<file path="src/rtl/fetch_unit_pkg.sv">
// Shared definitions for the fetch stage: memory opcode encoding and fixed request fields.
package fetch_unit_pkg;

   typedef enum logic {
      MemOpRead  = 1'b0,
      MemOpWrite = 1'b1
   } mem_op_e;

   localparam mem_op_e     MEM_OP_READ  = MemOpRead;
   localparam logic [1:0]  MEM_LEN_WORD = 2'd0;
   localparam int unsigned INST_BYTES   = 4;

endpackage

</file>
<file path="src/rtl/fetch_unit_if.sv">
// Fetch-stage bundle: memory request/response channels plus the F->D handoff and redirect.
// Message structs live here because they are sized by the interface parameters.
interface fetch_unit_if #(
   parameter int unsigned p_addr_bits = 32,
   parameter int unsigned p_inst_bits = 32,
   parameter int unsigned p_opaq_bits = 8
);
   import fetch_unit_pkg::*;

   typedef struct packed {
      mem_op_e                op;
      logic [p_opaq_bits-1:0] opaque;
      logic [p_addr_bits-1:0] addr;
      logic [1:0]             len;
      logic [p_inst_bits-1:0] data;
   } mem_req_t;

   typedef struct packed {
      logic [p_opaq_bits-1:0] opaque;
      logic [p_addr_bits-1:0] addr;
      logic [p_inst_bits-1:0] data;
   } mem_resp_t;

   logic                   mem_req_val;
   logic                   mem_req_rdy;
   mem_req_t               mem_req;
   logic                   mem_resp_val;
   logic                   mem_resp_rdy;
   mem_resp_t              mem_resp;
   logic                   d_val;
   logic                   d_rdy;
   logic [p_inst_bits-1:0] d_inst;
   logic [p_addr_bits-1:0] d_pc;
   logic                   d_squash;
   logic [p_addr_bits-1:0] d_branch_target;

   modport master (
      output mem_req_val, mem_req, mem_resp_rdy, d_val, d_inst, d_pc,
      input  mem_req_rdy, mem_resp_val, mem_resp, d_rdy, d_squash, d_branch_target
   );

   modport slave (
      input  mem_req_val, mem_req, mem_resp_rdy, d_val, d_inst, d_pc,
      output mem_req_rdy, mem_resp_val, mem_resp, d_rdy, d_squash, d_branch_target
   );

endinterface

</file>
<file path="src/rtl/fetch_pc_gen.sv">
// PC and fetch-epoch registers: sequential word increment on an accepted request, redirect on
// squash (which also opens a new epoch).
module fetch_pc_gen
   import fetch_unit_pkg::*;
#(
   parameter int unsigned            p_addr_bits = 32,
   parameter int unsigned            p_opaq_bits = 8,
   parameter logic [p_addr_bits-1:0] p_rst_addr  = '0
) (
   input  logic                   clk_i,
   input  logic                   rst_ni,
   input  logic                   req_fire_i,
   input  logic                   squash_i,
   input  logic [p_addr_bits-1:0] target_i,
   output logic [p_addr_bits-1:0] pc_o,
   output logic [p_opaq_bits-1:0] epoch_o
);

   logic [p_addr_bits-1:0] pc_q, pc_d;
   logic [p_opaq_bits-1:0] epoch_q, epoch_d;

   always_comb begin
      pc_d    = pc_q;
      epoch_d = epoch_q;
      // Redirect wins over the sequential step.
      if (squash_i) begin
         pc_d    = target_i;
         epoch_d = epoch_q + p_opaq_bits'(1);
      end else if (req_fire_i) begin
         pc_d = pc_q + p_addr_bits'(INST_BYTES);
      end
   end

   always_ff @(posedge clk_i or negedge rst_ni) begin
      if (!rst_ni) begin
         pc_q    <= p_rst_addr;
         epoch_q <= '0;
      end else begin
         pc_q    <= pc_d;
         epoch_q <= epoch_d;
      end
   end

   assign pc_o    = pc_q;
   assign epoch_o = epoch_q;

endmodule

</file>
<file path="src/rtl/fetch_unit.sv">
// Instruction fetch stage: streams word reads from pc and forwards epoch-matching responses to
// decode with no added latency. Define FETCH_TRACE_EN for a simulation-only line trace.
module fetch_unit
   import fetch_unit_pkg::*;
#(
   parameter int unsigned            p_addr_bits = 32,
   parameter int unsigned            p_inst_bits = 32,
   parameter int unsigned            p_opaq_bits = 8,
   parameter logic [p_addr_bits-1:0] p_rst_addr  = '0
) (
   input logic          clk_i,
   input logic          rst_ni,
   fetch_unit_if.master bus
);

   logic [p_addr_bits-1:0] pc;
   logic [p_opaq_bits-1:0] epoch;
   logic                   live;

   fetch_pc_gen #(
      .p_addr_bits(p_addr_bits),
      .p_opaq_bits(p_opaq_bits),
      .p_rst_addr (p_rst_addr)
   ) u_pc_gen (
      .clk_i     (clk_i),
      .rst_ni    (rst_ni),
      .req_fire_i(bus.mem_req_val && bus.mem_req_rdy),
      .squash_i  (bus.d_squash),
      .target_i  (bus.d_branch_target),
      .pc_o      (pc),
      .epoch_o   (epoch)
   );

   // A response in a squash cycle is still judged against the pre-squash epoch.
   assign live = (bus.mem_resp.opaque == epoch);

   always_comb begin
      bus.mem_req_val = rst_ni && !bus.d_squash;
      bus.mem_req     = '{op: MEM_OP_READ, opaque: epoch, addr: pc, len: MEM_LEN_WORD, data: '0};
      // Stale responses are always accepted so they drain even while decode stalls.
      bus.mem_resp_rdy = rst_ni && (!live || bus.d_rdy);
      bus.d_val        = rst_ni && bus.mem_resp_val && live;
      bus.d_inst       = bus.mem_resp.data;
      bus.d_pc         = bus.mem_resp.addr;
   end

`ifdef FETCH_TRACE_EN
   string trace_str;

   always_comb begin
      trace_str = $sformatf("F req:%s %h/%h | resp:%s | D:%s %h@%h",
                            (bus.mem_req_val && bus.mem_req_rdy) ? "fire" : " -- ",
                            pc, epoch,
                            !bus.mem_resp_val ? "none" : (live ? "live" : "drop"),
                            (bus.d_val && bus.d_rdy) ? "xfer" : " -- ",
                            bus.d_inst, bus.d_pc);
   end
`endif

endmodule

</file>
<file path="src/flat_wrapper.sv">
// flat-port wrapper written by rule: the top's interface ports become plain ports
module fetch_unit_flat import fetch_unit_pkg::*;
#(
   parameter int unsigned            p_addr_bits = 32,
   parameter int unsigned            p_inst_bits = 32,
   parameter int unsigned            p_opaq_bits = 8,
   parameter logic [p_addr_bits-1:0] p_rst_addr  = '0
)
  (clk_i, rst_ni, bus_mem_req_val, bus_mem_req, bus_mem_resp_rdy, bus_d_val, bus_d_inst, bus_d_pc, bus_mem_req_rdy, bus_mem_resp_val, bus_mem_resp, bus_d_rdy, bus_d_squash, bus_d_branch_target);
  fetch_unit_if #(.p_addr_bits(p_addr_bits), .p_inst_bits(p_inst_bits), .p_opaq_bits(p_opaq_bits)) bus_i ();
  input logic clk_i;
  input logic rst_ni;
  output wire logic [$bits(bus_i.mem_req_val)-1:0] bus_mem_req_val;
  output wire logic [$bits(bus_i.mem_req)-1:0] bus_mem_req;
  output wire logic [$bits(bus_i.mem_resp_rdy)-1:0] bus_mem_resp_rdy;
  output wire logic [$bits(bus_i.d_val)-1:0] bus_d_val;
  output wire logic [$bits(bus_i.d_inst)-1:0] bus_d_inst;
  output wire logic [$bits(bus_i.d_pc)-1:0] bus_d_pc;
  input wire logic [$bits(bus_i.mem_req_rdy)-1:0] bus_mem_req_rdy;
  input wire logic [$bits(bus_i.mem_resp_val)-1:0] bus_mem_resp_val;
  input wire logic [$bits(bus_i.mem_resp)-1:0] bus_mem_resp;
  input wire logic [$bits(bus_i.d_rdy)-1:0] bus_d_rdy;
  input wire logic [$bits(bus_i.d_squash)-1:0] bus_d_squash;
  input wire logic [$bits(bus_i.d_branch_target)-1:0] bus_d_branch_target;
  assign bus_mem_req_val = bus_i.mem_req_val;
  assign bus_mem_req = bus_i.mem_req;
  assign bus_mem_resp_rdy = bus_i.mem_resp_rdy;
  assign bus_d_val = bus_i.d_val;
  assign bus_d_inst = bus_i.d_inst;
  assign bus_d_pc = bus_i.d_pc;
  assign bus_i.mem_req_rdy = bus_mem_req_rdy;
  assign bus_i.mem_resp_val = bus_mem_resp_val;
  assign bus_i.mem_resp = bus_mem_resp;
  assign bus_i.d_rdy = bus_d_rdy;
  assign bus_i.d_squash = bus_d_squash;
  assign bus_i.d_branch_target = bus_d_branch_target;
  fetch_unit #(.p_addr_bits(p_addr_bits), .p_inst_bits(p_inst_bits), .p_opaq_bits(p_opaq_bits), .p_rst_addr(p_rst_addr)) u_core (.clk_i(clk_i), .rst_ni(rst_ni), .bus(bus_i));
endmodule
</file>
<file path="config.mk">
export PLATFORM = sky130hd
export DESIGN_NAME = fetch_unit_flat
export DESIGN_NICKNAME = d
export VERILOG_FILES = /design/src/rtl/fetch_unit_pkg.sv /design/src/rtl/fetch_unit_if.sv /design/src/rtl/fetch_pc_gen.sv /design/src/rtl/fetch_unit.sv /design/src/flat_wrapper.sv
export SDC_FILE = /design/constraint.sdc
export NUM_CORES = 1
export LEC_CHECK = 0
export CORE_MARGIN = 10
export CORE_UTILIZATION = 30
export DETAILED_ROUTE_END_ITERATION = 7
export MAX_ROUTING_LAYER = met4
export PLACE_DENSITY_LB_ADDON = 0.3
export SLEW_MARGIN = 5
export SYNTH_ARGS = -nofsm -noshare
export SYNTH_HDL_FRONTEND = slang
export SYNTH_HIERARCHICAL = 1
export SYNTH_SLANG_ARGS = --single-unit
</file>
<file path="constraint.sdc">
create_clock -name clk_i -period 1.9 [get_ports clk_i]
set_input_delay 0.38 -clock clk_i [delete_from_list [all_inputs] [get_ports clk_i]]
set_output_delay 0.38 -clock clk_i [all_outputs]
set_load 0.02 [all_outputs]
</file>
Yosys cells after proc, flatten, opt, wreduce, memory -nomap -nowiden

Cells that the tools add are included.

Register bits after elaboration: 40
Input bits: 110
Output and inout port bits: 142

Add/subtract/negate cells: 2
Equal/unequal tests: 1
Mux-type cells: 2
Reduce and logical (&&, ||, !) cells: 9

Operators by type and width:

| kind                    | count |
|---|---|
| $mux W32                | 2 |
| $add A32 B3 Y32 const B | 1 |
| $add A8 B1 Y8 const B   | 1 |
| $eq A8 B8 Y1            | 1 |
| $logic_and A1 B1 Y1     | 5 |
| $logic_not A1 Y1        | 2 |
| $reduce_bool A2 Y1      | 1 |
| $logic_or A1 B1 Y1      | 1 |

Depth between registers and ports, before layout

Depth in word-level cells: 5
Depth in mapped cells: 8
Mapped depth without buffers: 6

Cells and area by module

The synthesis kept the hierarchy.

Modules (own cells, without submodules):

| module       | times used | cells an instance | area each (um^2) |
|---|---|---|---|
| fetch_pc_gen | 1          | 237               | 2,215.9 |
| fetch_unit   | 1          | 115               | 859.6 |

Worst setup path after synthesis

OpenSTA, ideal clock, no wires.

Path type: in2reg
Start point: in rst_ni
End point: reg u_core.u_pc_gen.pc_q[23], in the netlist u_core/u_pc_gen/pc_o[23]
Data arrival time: 2.276 ns
Required time: 1.818 ns
Setup slack: -0.458 ns
Stages on the path: 8
Cells stage by stage: nor2b_1 > and2_1 > buf_2 > and4_1 > clkbuf_2 > nand2_1 > or4_2 > a31oi_1

Cells in the longest elaborated chain, start to end: 3

Ends and longest elaborated chain:

| item                                | RTL line           | text |
|---|---|---|
| start: declaration                  | flat_wrapper.sv:12 | `input logic rst_ni;` |
| $logic_and A1 B1 Y1                 | fetch_unit.sv:38   | `bus.mem_req_val = rst_ni && !bus.d_squash;` |
| $logic_and A1 B1 Y1                 | fetch_unit.sv:27   | `.req_fire_i(bus.mem_req_val && bus.mem_req_rdy),` |
| $reduce_bool A2 Y1 (no source line) | -                  |  |
| end signal: assignment              | fetch_pc_gen.sv:36 | `pc_q <= p_rst_addr;` |
| end signal: assignment              | fetch_pc_gen.sv:39 | `pc_q <= pc_d;` |
| end: declaration                    | fetch_pc_gen.sv:19 | `logic [p_addr_bits-1:0] pc_q, pc_d;` |

Every way passes these cells.
A chain may end at the register's enable or synchronous reset.

Final worst setup path

Start point: reg u_core.u_pc_gen.epoch_q[5], in the netlist u_core/u_pc_gen/epoch_o[5]
End point: out bus_mem_resp_rdy

Cells in the longest elaborated chain, start to end: 4

Ends and longest elaborated chain:

| item                     | RTL line           | text |
|---|---|---|
| start: declaration       | fetch_pc_gen.sv:20 | `logic [p_opaq_bits-1:0] epoch_q, epoch_d;` |
| start signal: assignment | fetch_pc_gen.sv:40 | `epoch_q <= epoch_d;` |
| $eq A8 B8 Y1             | fetch_unit.sv:35   | `assign live = (bus.mem_resp.opaque == epoch);` |
| $logic_not A1 Y1         | fetch_unit.sv:41   | `bus.mem_resp_rdy = rst_ni && (!live \|\| bus.d_rdy);` |
| $logic_or A1 B1 Y1       | fetch_unit.sv:41   |  |
| $logic_and A1 B1 Y1      | fetch_unit.sv:41   |  |
| end: declaration         | flat_wrapper.sv:15 | `output wire logic [$bits(bus_i.mem_resp_rdy)-1:0] bus_mem_resp_rdy;` |

Every way passes these cells.

==> results.md <==
- Synthesis-to-finish area growth: 29.1%
- Vias per cell: approximately 4.6
- Worst Path Required: around 1.5 ns
- TritonCTS Buffers: 5
- Worst Clk Skew: roughly 0.011 ns
- Final Setup Violations: 0
- Final HPWL DP: ~7100 um
- Antenna-violating nets left: 0
- Die ar.: approximately 15000 um2
- Max Clk Rate: approximately 530 MHz
- Peak supply drop: approximately 0.37 mV
- Place WS: -0.449 ns
- Total chip power: 3010 uW
- Cell Rows: 36
- Worst Max-Slew Pin Slew: between 0.5 and 0.6 ns
- Total Wirelength: roughly 9000 um
- Clock transition at path regs: around 0.08 ns
- Clk sinks: 40
- Period utilization: approximately 100%
- Register bit count reported by yosys: 40
- Hold Path Class: in -> async
- CTS root buffer: clkbuf_8
- N_diodes: 0
- Vias in the first global route: around 2600
- First-pass GRT wire length: between 10000 and 15000 um
- Ys flop type: dfrtp_1
- GP Congestion: slightly above 0.8
- Total core area: roughly 9900 um2
- Number of synthesized flops with an enable pin: 0
- Setup WS post-layout: ~0.017 ns
- Power per Cell Area: about 760 nW/um2
- Cell area after synthesis: just over 3000 um2
- Drt first pass iters: 4
- GRT Overall Usage: between 10% and 20%
- Initial Util: between 30% and 40%
- Worst-path fanout max: 2
- Synth async-reset ratio: 100%
- Initial antenna violation count: 0
- Crit path arrival time: ~1.5 ns
- Setup TNS: 0 ns
- Proportion of layout cells with a drive suffix above 1: between 20% and 30%
- Via Count: about 2600
- Yosys Warn Count: 6
- Die W: about 120 um
- Register area share after synthesis: roughly a third
- Slew headroom: 64.4%
- Distinct cells, synth: 43
- Leakage Power: 0.00167 uW
- Die Y: ~120 um
- Status: finished, final reports clean
- Largest net degree at the start of global routing: 45
- Final min period: roughly 1.9 ns
- TritonCTS clock tree: yes
- Mean Syn Cell Area: about 8.7 um2
- CP Class: reg -> out
- Final-report hold violation count: 0
- Worst skew pair latency: about 0.29 ns
- Gate Count Post-Synth: 352
- Worst Setup End Kind: output port
- Top Ports: around 250
- CP startpoint kind: flop
- RSZ-0062 raised after global routing: true
- DRC: 0
- WL per Instance: roughly 16 um
- Deepest clock path buffer count: 2
- DRT iter0 DRCs: 86
- Port-buffer cells: 88
- Slew Viols, Final: 0
- Number of nets in the layout: 530
- Grt ovf: 0
- MaxCap Viol Count: 0
- H-tree levels: 2
[cell families after synthesis]
| kind of cell | count (synthesis) | synth area share, % |
|---|---|---|
| AOI/OAI and AO/OA | 43 | 8.87 |
| xor gates and xnor gates | 27 | 7.69 |
| adders and majority gates | 2 | 0.814 |
| buffers and inverters | 116 | 27.1 |
| DFF | 40 | 32.5 |
| muxes | 4 | 1.42 |
| other | 1 | 0.122 |
| and+or+nand+nor | 119 | 21.4 |
[per-layer routing]
metal	vias up	routed length [um]	global-route usage (%)
met5	-	0	-
met2	102	4320	18.5
met4	0	186	4.92
met1	1204	3970	14.1
li1	1222	-	-
met3	26	550	2.93
[cell type report]
class                      instances  area, um2
inverter                           4       15.0
clock buffer                       6       82.6
fill                             997       5890
tap                              133        166
multi-input combinational        230       1450
sequential                        40       1010
clock inverter                     2       10.0
timing repair buffer             137       1240
[worst paths after layout]
check                           depth (start not counted)  slack [ns]                              startpoint                                     end
worst max-delay path                                    5        0.02  u_core/u_pc_gen/epoch_o[5]$_DFFE_PN0P_                        bus_mem_resp_rdy
worst min-delay path                                    2        0.22                                  rst_ni  u_core/u_pc_gen/epoch_o[1]$_DFFE_PN0P_
worst max register to register                          4        0.03    u_core/u_pc_gen/pc_o[27]$_DFFE_PN0N_    u_core/u_pc_gen/pc_o[29]$_DFFE_PN0N_
worst min register to register                          1        0.51     u_core/u_pc_gen/pc_o[1]$_DFFE_PN0P_     u_core/u_pc_gen/pc_o[1]$_DFFE_PN0P_
max in group asynchronous                               2        1.26                                  rst_ni     u_core/u_pc_gen/pc_o[9]$_DFFE_PN0N_
min in group clk_i                                      1        0.51     u_core/u_pc_gen/pc_o[1]$_DFFE_PN0P_     u_core/u_pc_gen/pc_o[1]$_DFFE_PN0P_
[cells in the mapped netlist, drive strengths merged (8+ instances only)]
cell,number,area [um2]
a31oi,12,75.1
or4,13,104
xnor2,19,166
nand2,34,128
nand3,17,103
clkbuf,9,45.0
dfrtp,40,1000
xor2,8,70.1
o31ai,10,75.1
nor2,16,60.1
o21ai,14,70.1
buf,101,753
nand4,13,81.3
[through the flow]
| step | area, um2 | std cells | util (%) | hold WS [ns] |
|---|---|---|---|---|
| CTS | 3880 | 545 | 39.3 | 0.249 |
| finish | 3970 | 552 | 40.3 | 0.223 |
| global placement | 3790 | 536 | 38.4 | 0.493 |
| global route | 3970 | 552 | 40.3 | 0.273 |
| floorplan | 3280 | 386 | - | 0.0844 |
| detailed placement | 3790 | 536 | 38.4 | 0.499 |
[where the power goes]
part | total [uW] | switching (uW) | internal [uW]
registers | 1110 | 124 | 988
clock network | 602 | 312 | 290
logic | 1300 | 634 | 664
total | 3010 | 1070 | 1940
[cells in the final DEF, fill, tap and decap left out, types with 2 or more instances in the layout]
| cell type | count |
|---|---|
| dlymetal6s2s_1 | 3 |
| nand3_4 | 2 |
| nand3b_1 | 3 |
| a21oi_1 | 2 |
| nand3_1 | 12 |
| and3_1 | 2 |
| dfrtp_2 | 5 |
| xor2_1 | 8 |
| dlygate4sd2_1 | 10 |
| nor3_1 | 2 |
| and3_2 | 2 |
| clkinv_2 | 2 |
| o31ai_1 | 10 |
| buf_4 | 50 |
| o21ai_0 | 14 |
| o211ai_1 | 2 |
| nor4_1 | 6 |
| dfrtp_1 | 35 |
| and4_1 | 4 |
| xnor2_2 | 2 |
| mux2_2 | 3 |
| nand3_2 | 3 |
| clkbuf_8 | 6 |
| or4_4 | 4 |
| xnor2_1 | 17 |
| ha_1 | 2 |
| nand4_1 | 13 |
| or4_1 | 9 |
| nand2_1 | 33 |
| inv_1 | 4 |
| a31oi_1 | 11 |
| clkdlybuf4s50_1 | 72 |
| nor2_1 | 16 |
| conb_1 | 35 |
[flip-flops by register name, summed over array words and instances (netlist names)]
name	flops
u_core/u_pc_gen/pc_o	32
u_core/u_pc_gen/epoch_o	8
[worst max-delay path: stages (launching register included)]
cell     delay, ns
dfrtp_1       0.41
xnor2_2       0.14
nand4_1       0.13
buf_4         0.15
o31a_1        0.24
buf_6         0.13
[what timing repair did]
action / CTS / global route
pin swaps: 10 / 6
hold buffers: 0 / 0
gates resized for setup: 22 / 14
endpoints found under the setup margin: 14 / 8
buffers inserted: 1 / 7
No activity file was read; power rests on OpenSTA's default activity.
